==> config.mk <==
export PLATFORM = sky130hd
export DESIGN_NAME = operand_stack_ctrl
export DESIGN_NICKNAME = d
export VERILOG_FILES = /design/src/rtl/operand_stack_ctrl_pkg.sv /design/src/rtl/operand_stack_ctrl_ram.sv /design/src/rtl/operand_stack_ctrl.sv
export SDC_FILE = /design/constraint.sdc
export NUM_CORES = 1
export LEC_CHECK = 0
export ABC_AREA = 1
export BUFFER_PORTS_ARGS = -buffer_cell sky130_fd_sc_hd__buf_2
export CAP_MARGIN = 20
export CORE_MARGIN = 1.5
export CORE_UTILIZATION = 30
export DETAILED_ROUTE_END_ITERATION = 10
export HOLD_SLACK_MARGIN = 0.12
export PLACE_DENSITY = 0.44
export SLEW_MARGIN = 10
export SYNTH_ARGS = -nofsm -noshare
export SYNTH_HDL_FRONTEND = slang
export SYNTH_SLANG_ARGS = --single-unit
==> constraint.sdc <==
create_clock -name clk -period 4.6 [get_ports clk]
set_input_delay 0.46 -clock clk [delete_from_list [all_inputs] [get_ports clk]]
set_output_delay 0.46 -clock clk [all_outputs]
set_load 0.005 [all_outputs]
==> src/rtl/operand_stack_ctrl_pkg.sv <==
// Shared constants for the operand stack controller: command codes, ALU opcodes, FSM states.
package operand_stack_ctrl_pkg;

  localparam logic [1:0] CMD_PUSH  = 2'd0;
  localparam logic [1:0] CMD_POP   = 2'd1;
  localparam logic [1:0] CMD_EXEC  = 2'd2;
  localparam logic [1:0] CMD_CLEAR = 2'd3;

  localparam logic [3:0] ALU_NOP = 4'd0;
  localparam logic [3:0] ALU_ADD = 4'd3;
  localparam logic [3:0] ALU_OR  = 4'd4;
  localparam logic [3:0] ALU_SUB = 4'd5;
  localparam logic [3:0] ALU_SLT = 4'd6;
  localparam logic [3:0] ALU_NOR = 4'd7;
  localparam logic [3:0] ALU_AND = 4'd8;

  typedef enum logic [1:0] {ST_IDLE, ST_LOAD, ST_EXEC, ST_WB} state_t;

endpackage

==> src/rtl/operand_stack_ctrl_ram.sv <==
// Stack storage: DEPTH x WIDTH register file, one write port, two asynchronous read ports.
module opstack_ram #(
  parameter int DEPTH = 16,
  parameter int WIDTH = 32,
  localparam int AW = $clog2(DEPTH)
) (
  input  logic             clk,
  input  logic             we,
  input  logic [AW-1:0]    waddr,
  input  logic [WIDTH-1:0] wdata,
  input  logic [AW-1:0]    raddr_a,
  input  logic [AW-1:0]    raddr_b,
  output logic [WIDTH-1:0] rdata_a,
  output logic [WIDTH-1:0] rdata_b
);

  logic [WIDTH-1:0] mem [DEPTH];

  always_ff @(posedge clk)
    if (we) mem[waddr] <= wdata;

  assign rdata_a = mem[raddr_a];
  assign rdata_b = mem[raddr_b];

endmodule

==> src/rtl/operand_stack_ctrl.sv <==
// Operand stack feeding an external combinational ALU (IDLE/LOAD/EXEC/WB).
// Define OPSTACK_STICKY_ERR_EN to make err_over/err_under hold until CLEAR or reset.
module operand_stack_ctrl
  import operand_stack_ctrl_pkg::*;
#(
  parameter int DEPTH = 16,
  parameter int WIDTH = 32,
  localparam int AW = $clog2(DEPTH),
  localparam int CW = AW + 1
) (
  input  logic             clk,
  input  logic             rst_n,
  input  logic             cmd_valid,
  output logic             cmd_ready,
  input  logic [1:0]       cmd_code,
  input  logic [WIDTH-1:0] cmd_data,
  input  logic [3:0]       cmd_alu_op,
  output logic [WIDTH-1:0] alu_a,
  output logic [WIDTH-1:0] alu_b,
  output logic [3:0]       alu_op,
  input  logic [WIDTH-1:0] alu_result,
  input  logic             alu_zero,
  output logic [WIDTH-1:0] top,
  output logic [CW-1:0]    count,
  output logic             zero_flag,
  output logic             err_over,
  output logic             err_under
);

  state_t           state, state_nx;
  logic [3:0]       op_reg;
  logic [WIDTH-1:0] a_reg, b_reg, res_reg;
  logic             zero_reg;
  logic [AW-1:0]    sp;
  logic [WIDTH-1:0] rd_a, rd_b, wdata;
  logic             accept, full, push_ok, pop_ok, exec_ok, clr, over_hit, under_hit, we;

  // sp is the low bits of count, so it wraps modulo DEPTH on its own
  assign sp        = count[AW-1:0];
  assign cmd_ready = (state == ST_IDLE);
  assign accept    = cmd_valid & cmd_ready;
  assign full      = (count == CW'(DEPTH));
  assign push_ok   = accept & (cmd_code == CMD_PUSH) & ~full;
  assign over_hit  = accept & (cmd_code == CMD_PUSH) & full;
  assign pop_ok    = accept & (cmd_code == CMD_POP) & (count != '0);
  assign exec_ok   = accept & (cmd_code == CMD_EXEC) & (count >= CW'(2));
  assign under_hit = accept & (((cmd_code == CMD_POP) & (count == '0)) |
                               ((cmd_code == CMD_EXEC) & (count < CW'(2))));
  assign clr       = accept & (cmd_code == CMD_CLEAR);

  // WB writes at the sp left behind by LOAD's count-2
  assign we    = push_ok | (state == ST_WB);
  assign wdata = (state == ST_WB) ? res_reg : cmd_data;

  opstack_ram #(.DEPTH(DEPTH), .WIDTH(WIDTH)) u_ram (
    .clk     (clk),
    .we      (we),
    .waddr   (sp),
    .wdata   (wdata),
    .raddr_a (sp - AW'(2)),
    .raddr_b (sp - AW'(1)),
    .rdata_a (rd_a),
    .rdata_b (rd_b)
  );

  assign top    = (count == '0) ? '0 : rd_b;
  assign alu_a  = a_reg;
  assign alu_b  = b_reg;
  assign alu_op = (state == ST_EXEC) ? op_reg : ALU_NOP;

  always_comb begin
    state_nx = state;
    case (state)
      ST_IDLE: if (exec_ok) state_nx = ST_LOAD;
      ST_LOAD: state_nx = ST_EXEC;
      ST_EXEC: state_nx = ST_WB;
      ST_WB:   state_nx = ST_IDLE;
      default: state_nx = ST_IDLE;
    endcase
  end

  always_ff @(posedge clk or negedge rst_n) begin
    if (!rst_n) begin
      state     <= ST_IDLE;
      count     <= '0;
      op_reg    <= ALU_NOP;
      a_reg     <= '0;
      b_reg     <= '0;
      res_reg   <= '0;
      zero_reg  <= 1'b0;
      zero_flag <= 1'b0;
      err_over  <= 1'b0;
      err_under <= 1'b0;
    end else begin
      state <= state_nx;
      if (clr)                            count <= '0;
      else if (push_ok || state == ST_WB) count <= count + CW'(1);
      else if (pop_ok)                    count <= count - CW'(1);
      else if (state == ST_LOAD)          count <= count - CW'(2);
      if (exec_ok) op_reg <= cmd_alu_op;
      if (state == ST_LOAD) begin
        a_reg <= rd_a;
        b_reg <= rd_b;
      end
      if (state == ST_EXEC) begin
        res_reg  <= alu_result;
        zero_reg <= alu_zero;
      end
      if (clr)                  zero_flag <= 1'b0;
      else if (state == ST_WB)  zero_flag <= zero_reg;
`ifdef OPSTACK_STICKY_ERR_EN
      err_over  <= (err_over | over_hit) & ~clr;
      err_under <= (err_under | under_hit) & ~clr;
`else
      err_over  <= over_hit;
      err_under <= under_hit;
`endif
    end
  end

endmodule
After elaboration in Yosys (flattened, before gate mapping). Memory sizes are Yosys's and may differ from the RTL's. A register that Yosys moved wholly into a read port is not among the register bits. Index checks and enable logic that the tools add are counted.

Divide/modulo/power cells: 0. Reductions and logical operators: 8. Bitwise logic cells: 15. Multiply operators: 0. Shift operators: 0. Order comparisons: 2. Mux-type cells: 13. Add/subtract/negate cells: 5. Equality and inequality tests: 8.

Operator list (count): $mux 32 (2); $mux 5 (4); $and 1x1->1 (12); $eq 2x2->1 const B (4); $pmux 2 s4 (1); $add 5x1->5 const B (1); $eq 5x5->1 const B (1); $ge 5x2->1 const B (1); $logic_not 5->1 (1); $lt 5x2->1 const B (1); $reduce_bool 5->1 (1); $sub 5x1->5 const B (1); $sub 5x2->5 const B (1); $eq 2x1->1 const B (2); $logic_not 2->1 (2); $mux 1 (4); $mux 4 (1); $reduce_bool 4->1 (1); $sub 4x1->4 const B (1); $sub 4x2->4 const B (1); $mux 2 (1); $ne 2x1->1 const B (1); $or 1x1->1 (2); $reduce_bool 2->1 (1); 3 further kinds (3).

RAM bits: 512. Latch bits: 0. ROM bits: 0. Register bits: 79. Memories: 1.

Memory list: u_ram.mem (words 16, bits a word 32, rd ports 2, clocked after Yosys merged registers in 1, write ports 1, line operand_stack_ctrl_ram.sv:17) `logic [WIDTH-1:0] mem [DEPTH];`.

Longest topological paths before layout.
Depth in word-level cells: 7. Depth in mapped cells: 17. Gate-level depth less buffers: 11.

Cells and area by module. Synthesis repeated with hierarchy kept, for this count alone.

Cell total of the unflattened synthesis: 3951. Area, all modules: 32748.9 um^2.

Modules (own cells, without submodules): opstack_ram (cells an instance 3253, instances 1, sequential area each 15374.7 um^2, area an instance 27390.0 um^2); operand_stack_ctrl (cells an instance 698, instances 1, sequential area each 2777.7 um^2, area an instance 5358.9 um^2).

Worst setup path before layout. OpenSTA, ideal clock, no wires.

Kind: register -> register. Start point: register count[0]. End point: memory u_ram.mem[3][0], enable pin. Cell stages (with the launch flop): 10. Slack: 477 ps. Period minus slack after synthesis: 4123 ps. Required time: 4139 ps. Arrival time: 3661 ps. Library setup time: 461 ps. Buffers on the path: 4. Path through: dfrtp_1 > buf_4 > inv_4 > buf_6 > buf_6 > buf_2 > ha_1 > nand3_2 > a21oi_4 > nor3_1.

Longest elaborated chain between the ends: 6.

RTL lines: from (decl) (line operand_stack_ctrl.sv:24) `output logic [CW-1:0] count,`; from (signal assigned) (line operand_stack_ctrl.sv:97) `else if (push_ok || state == ST_WB) count <= count + CW'(1);`; from (signal assigned) (line operand_stack_ctrl.sv:98) `else if (pop_ok) count <= count - CW'(1);`; from (signal assigned) (line operand_stack_ctrl.sv:99) `else if (state == ST_LOAD) count <= count - CW'(2);`; $eq 5x5->1 (line operand_stack_ctrl.sv:42) `assign full = (count == CW'(DEPTH));`; $not 1->1 (line operand_stack_ctrl.sv:43) `assign push_ok = accept & (cmd_code == CMD_PUSH) & ~full;`; $and 1x1->1 (line operand_stack_ctrl.sv:43); $or 1x1->1 (line operand_stack_ctrl.sv:52) `assign we = push_ok | (state == ST_WB);`; $mux 1 (line operand_stack_ctrl_ram.sv:20) `if (we) mem[waddr] <= wdata;`; $mux 1 (implied by the code) (line operand_stack_ctrl_ram.sv:20); to (decl) (line operand_stack_ctrl_ram.sv:17).

Parallel ways exist; a longest one is shown, timed or not.

Worst setup path in the final report.
Start point: register count[1]. End point: output top[3].

Longest elaborated chain between the ends: 3. Elaborated cells between the ends (all ways): 4. Those cells by class: add/sub (1); mux (1); reduce/logical (1); memory (1).

RTL lines: $sub 4x1->4 (line operand_stack_ctrl.sv:61) `.raddr_b (sp - AW'(1)),`; $mem_v2 16x32; $mux 32 (*) (line operand_stack_ctrl.sv:66) `assign top = (count == '0) ? '0 : rd_b;`; to (decl) (line operand_stack_ctrl.sv:23) `output logic [WIDTH-1:0] top,`.

Mark *: on every way between the ends. The rest lies on a longest branch, timed or not.

==> implementation parameters <==
Parameter                              Value

GRT
  Maximum number of pins on one net before global-route repair    221
  Global-route wire length before repair    161000 um
  Number of global-route vias before repair    24200
  Number of antenna violations at the first check in global routing    1
  Tot GR Track Use    20.4%
  Remaining Overflow, GRT    0

STA
  Least-Margin Pin Slew    1.13 ns
  Fin crit period    4.36 ns
  Sum of negative setup slack    0 ns
  Setup repair after global routing missed its margin    no
  Fin. Hold Viols    0
  Max-slew violation count    0
  Total of endpoints with negative setup slack in the final report    0
  Worst slew margin relative to its limit    24.5%
  Part of the cycle the worst path needs    94.7%
  Worst clock skew    0.0257 ns
  Fmax    230 MHz

Synthesis
  Post-synthesis cell area    0.0311 mm^2
  Most used DFF post-synth    sky130_fd_sc_hd__edfxtp_1
  Cell count after synthesis    3584
  Synth Register Bits    623
  Number of warnings reported in the yosys synthesis log    0
  Async SR Flop Fraction    17.8%
  Fraction of the yosys area taken by sequential cells    58.4%
  Post-synth EDFFs    512
  Synth Area per Inst    8.67 um^2
  Unique masters post-synth    33
  Synthesized Nets    3671

Cells and area
  Largest register FFs    512
  Reg area    0.0182 mm^2
  Fraction of final layout cells with drive strength greater than 1    11.4%
  Final net count    3813
  Diode count    0
  Area added between synthesis and finish    16.9%
  Area taken by multi-input logic gates    0.0113 mm^2
  Number of fill cells in the layout    10600
  Largest register by flop count    u_ram.mem

Routing
  Routed wire length    110000 um
  Remaining design rule violation count    0
  Count of vias placed by the detailed router    25400
  Number of routed nets with antenna violations    0
  DRC marker count from the first detailed-route iteration    2062
  Router iterations before antenna repair    8
  DR WL/cell    21.3 um
  Vias per inst    4.93

Placement
  Count of input and output buffers    182
  Last weighted congestion value of the routability-driven placer    0.766
  Final HPWL DP    61100 um

Power
  Combinational fraction of design power    54.2%
  Switching part of the total power    48.3%
  Int Power    15.4 mW
  Part of the power in the clock network    19.6%
  Relative contribution of sequential cells to total power    26.2%
  Power dissipated by switching net loads    14.4 mW
  Ratio of total power to cell area    820 mW/mm^2
  Worst supply voltage drop on vdd    0.000642 V
  Total leakage power    15.4 nW
  PnR Total Power    29.8 mW

Die
  Number of primary I/O pins    183
  Effective utilization at floorplan    30.4%
  DIE AREA    0.105 mm^2
  Core box area    0.102 mm^2
  Die span in x    325 um
  Number of cell rows    117
  Height of the die    325 um

Critical path
  Worst path top cell family by delay    buffers and inverters
  Critical path startpoint    count[1]
  CP startpoint kind    register
  Endpoint type of the worst setup path    output pin
  Data required time at the worst endpoint    4.14 ns
  Launch point of the worst reg-to-reg path    count[1]
  Most used cell along the critical path    sky130_fd_sc_hd__nand3_1
  Critical setup path kind    register to output pin
  Arrival time of the worst setup path    3.90 ns
  Slowest cell delay on critical path    0.66 ns
  Worst-path fanout max    37
  Chain of cells forming the critical path    inv_6, ha_1, xnor2_4, clkinv_2, buf_4, nand3_1, nand3_1, a21oi_1, buf_2
  Crit path buf inv count    4
  Cell with the biggest individual delay on the critical path    sky130_fd_sc_hd__dfrtp_4

Clocking
  Number of buffers created by CTS    76
  Buffer levels on the longest clock path    3
  Library cell used as clock root buffer    sky130_fd_sc_hd__clkbuf_16
  Post-CTS repair timing setup buffer count    0
  CTS tree    built
  H-tree depth    3
  Clock latency on the worst-skew pair    0.64 ns
  Number of sinks driven by the clock tree    623
  CTS clock-pin slew for the worst setup and hold paths    0.06 ns

Outcome
  Result of the run    completed

Flow run
  Maximum capacitance violations    0

Hold path
  Hold Path Origin    cmd_code[0]
  Hold/Removal Path Class    input pin to register
==> power by group through the flow <==
stage / logic [mW] / clock network [mW] / registers [mW]
floorplan: 9.90 / 0 / 7.82
global placement: 16.2 / 0 / 7.90
detailed placement: 16.2 / 0 / 7.91
CTS: 16.3 / 6.01 / 7.80
global route: 17.8 / 6.22 / 7.88
finish: 16.1 / 5.85 / 7.79
==> kinds of logic after synthesis <==
logic type               Yosys count  synth area share, %
AO/OA/AOI/OAI                    237                 4.64
XOR/XNOR                           4                0.161
adder cells (fa/ha/maj)           13                0.524
buffers and inverters            399                 5.75
flip-flops                       623                 58.4
multiplexers                       4                0.145
AND/OR/NAND/NOR                 2304                 30.3
==> synth_stat cells (2+ instances only) <==
master,count,area share [%]
sky130_fd_sc_hd__mux2_2,4,0.15
sky130_fd_sc_hd__inv_2,6,0.073
sky130_fd_sc_hd__nand4_1,2,0.040
sky130_fd_sc_hd__buf_1,27,0.33
sky130_fd_sc_hd__o21ai_1,9,0.15
sky130_fd_sc_hd__buf_2,124,2.0
sky130_fd_sc_hd__a21oi_1,33,0.53
sky130_fd_sc_hd__ha_1,13,0.52
sky130_fd_sc_hd__inv_1,149,1.8
sky130_fd_sc_hd__nand3_1,588,9.5
sky130_fd_sc_hd__buf_6,5,0.18
sky130_fd_sc_hd__o211ai_1,94,2.3
sky130_fd_sc_hd__or2_2,2,0.040
sky130_fd_sc_hd__edfxtp_1,512,49
sky130_fd_sc_hd__buf_4,25,0.60
sky130_fd_sc_hd__xor2_1,2,0.056
sky130_fd_sc_hd__o21ai_0,97,1.6
sky130_fd_sc_hd__nor3_1,7,0.11
sky130_fd_sc_hd__clkbuf_1,62,0.75
sky130_fd_sc_hd__nor2_1,87,1.1
sky130_fd_sc_hd__dfrtp_1,111,8.9
sky130_fd_sc_hd__nand2_1,1613,19
sky130_fd_sc_hd__nand2_2,2,0.040
==> per-stage QoR <==
step / hold WS, ns / std cells / setup slack [ns] / instance area (um^2) / util (%)
floorplan: 0.164 / 3584 / 0.477 / 31100 / -
global placement: 0.375 / 4978 / 0.913 / 33500 / 32.8
detailed placement: 0.376 / 4978 / 0.877 / 33500 / 32.8
CTS: 0.122 / 5155 / 0.184 / 36300 / 35.5
global route: 0.166 / 5156 / 0.107 / 36300 / 35.5
finish: 0.157 / 5156 / 0.243 / 36300 / 35.5
==> worst paths after layout <==
check                           slack, ns          end  depth (start not counted)
worst max-delay path                 0.24       top[3]                          9
max in group asynchronous            3.31    alu_a[22]                          3
worst max register to register       1.11    alu_a[18]                         10
min in group asynchronous            0.29  res_reg[10]                          2
worst min register to register       0.47    alu_a[17]                          2
worst min-delay path                 0.16     err_over                          4
==> per-layer routing <==
layer  GRT usage (%)  part of all wire [%]
met3            3.32                   5.8
met1            28.4                    46
met4            7.07                   2.9
met2            32.1                    45
met5               0                     0
==> cell type report <==
cell class,count,area share (%)
repair buffers,307,5.78
clock buffers,100,5.80
flip-flops and latches,623,50.0
well taps,1368,4.72
multi-input cells,2562,31.2
clock inverters,40,0.813
inverters,156,1.69
==> cells in the final DEF (no fill, tap or decap), drive strengths merged, types with 2 or more instances in the layout <==
cell type,count
nand3,589
clkinv,37
nand2,1615
o21ai,106
xor2,3
bufinv,3
or2,3
o211ai,94
buf,270
mux2,4
inv,154
nor2,88
nand4,2
clkinvlp,2
dlygate4sd3,37
edfxtp,512
a21oi,34
nor3,7
dfrtp,111
ha,13
clkbuf,100
==> tightest hold or removal path: stages <==
cell	delay, ns
sky130_fd_sc_hd__buf_2	0.12
sky130_fd_sc_hd__inv_1	0.04
sky130_fd_sc_hd__nand2_1	0.07
sky130_fd_sc_hd__nor3_1	0.05
==> timing repair <==
action                                 4_1_cts  5_1_grt
hold buffers                                37        0
endpoints found under the hold margin       60        0
gates resized for setup                      0        0
Power figures use the tool's default switching activity.
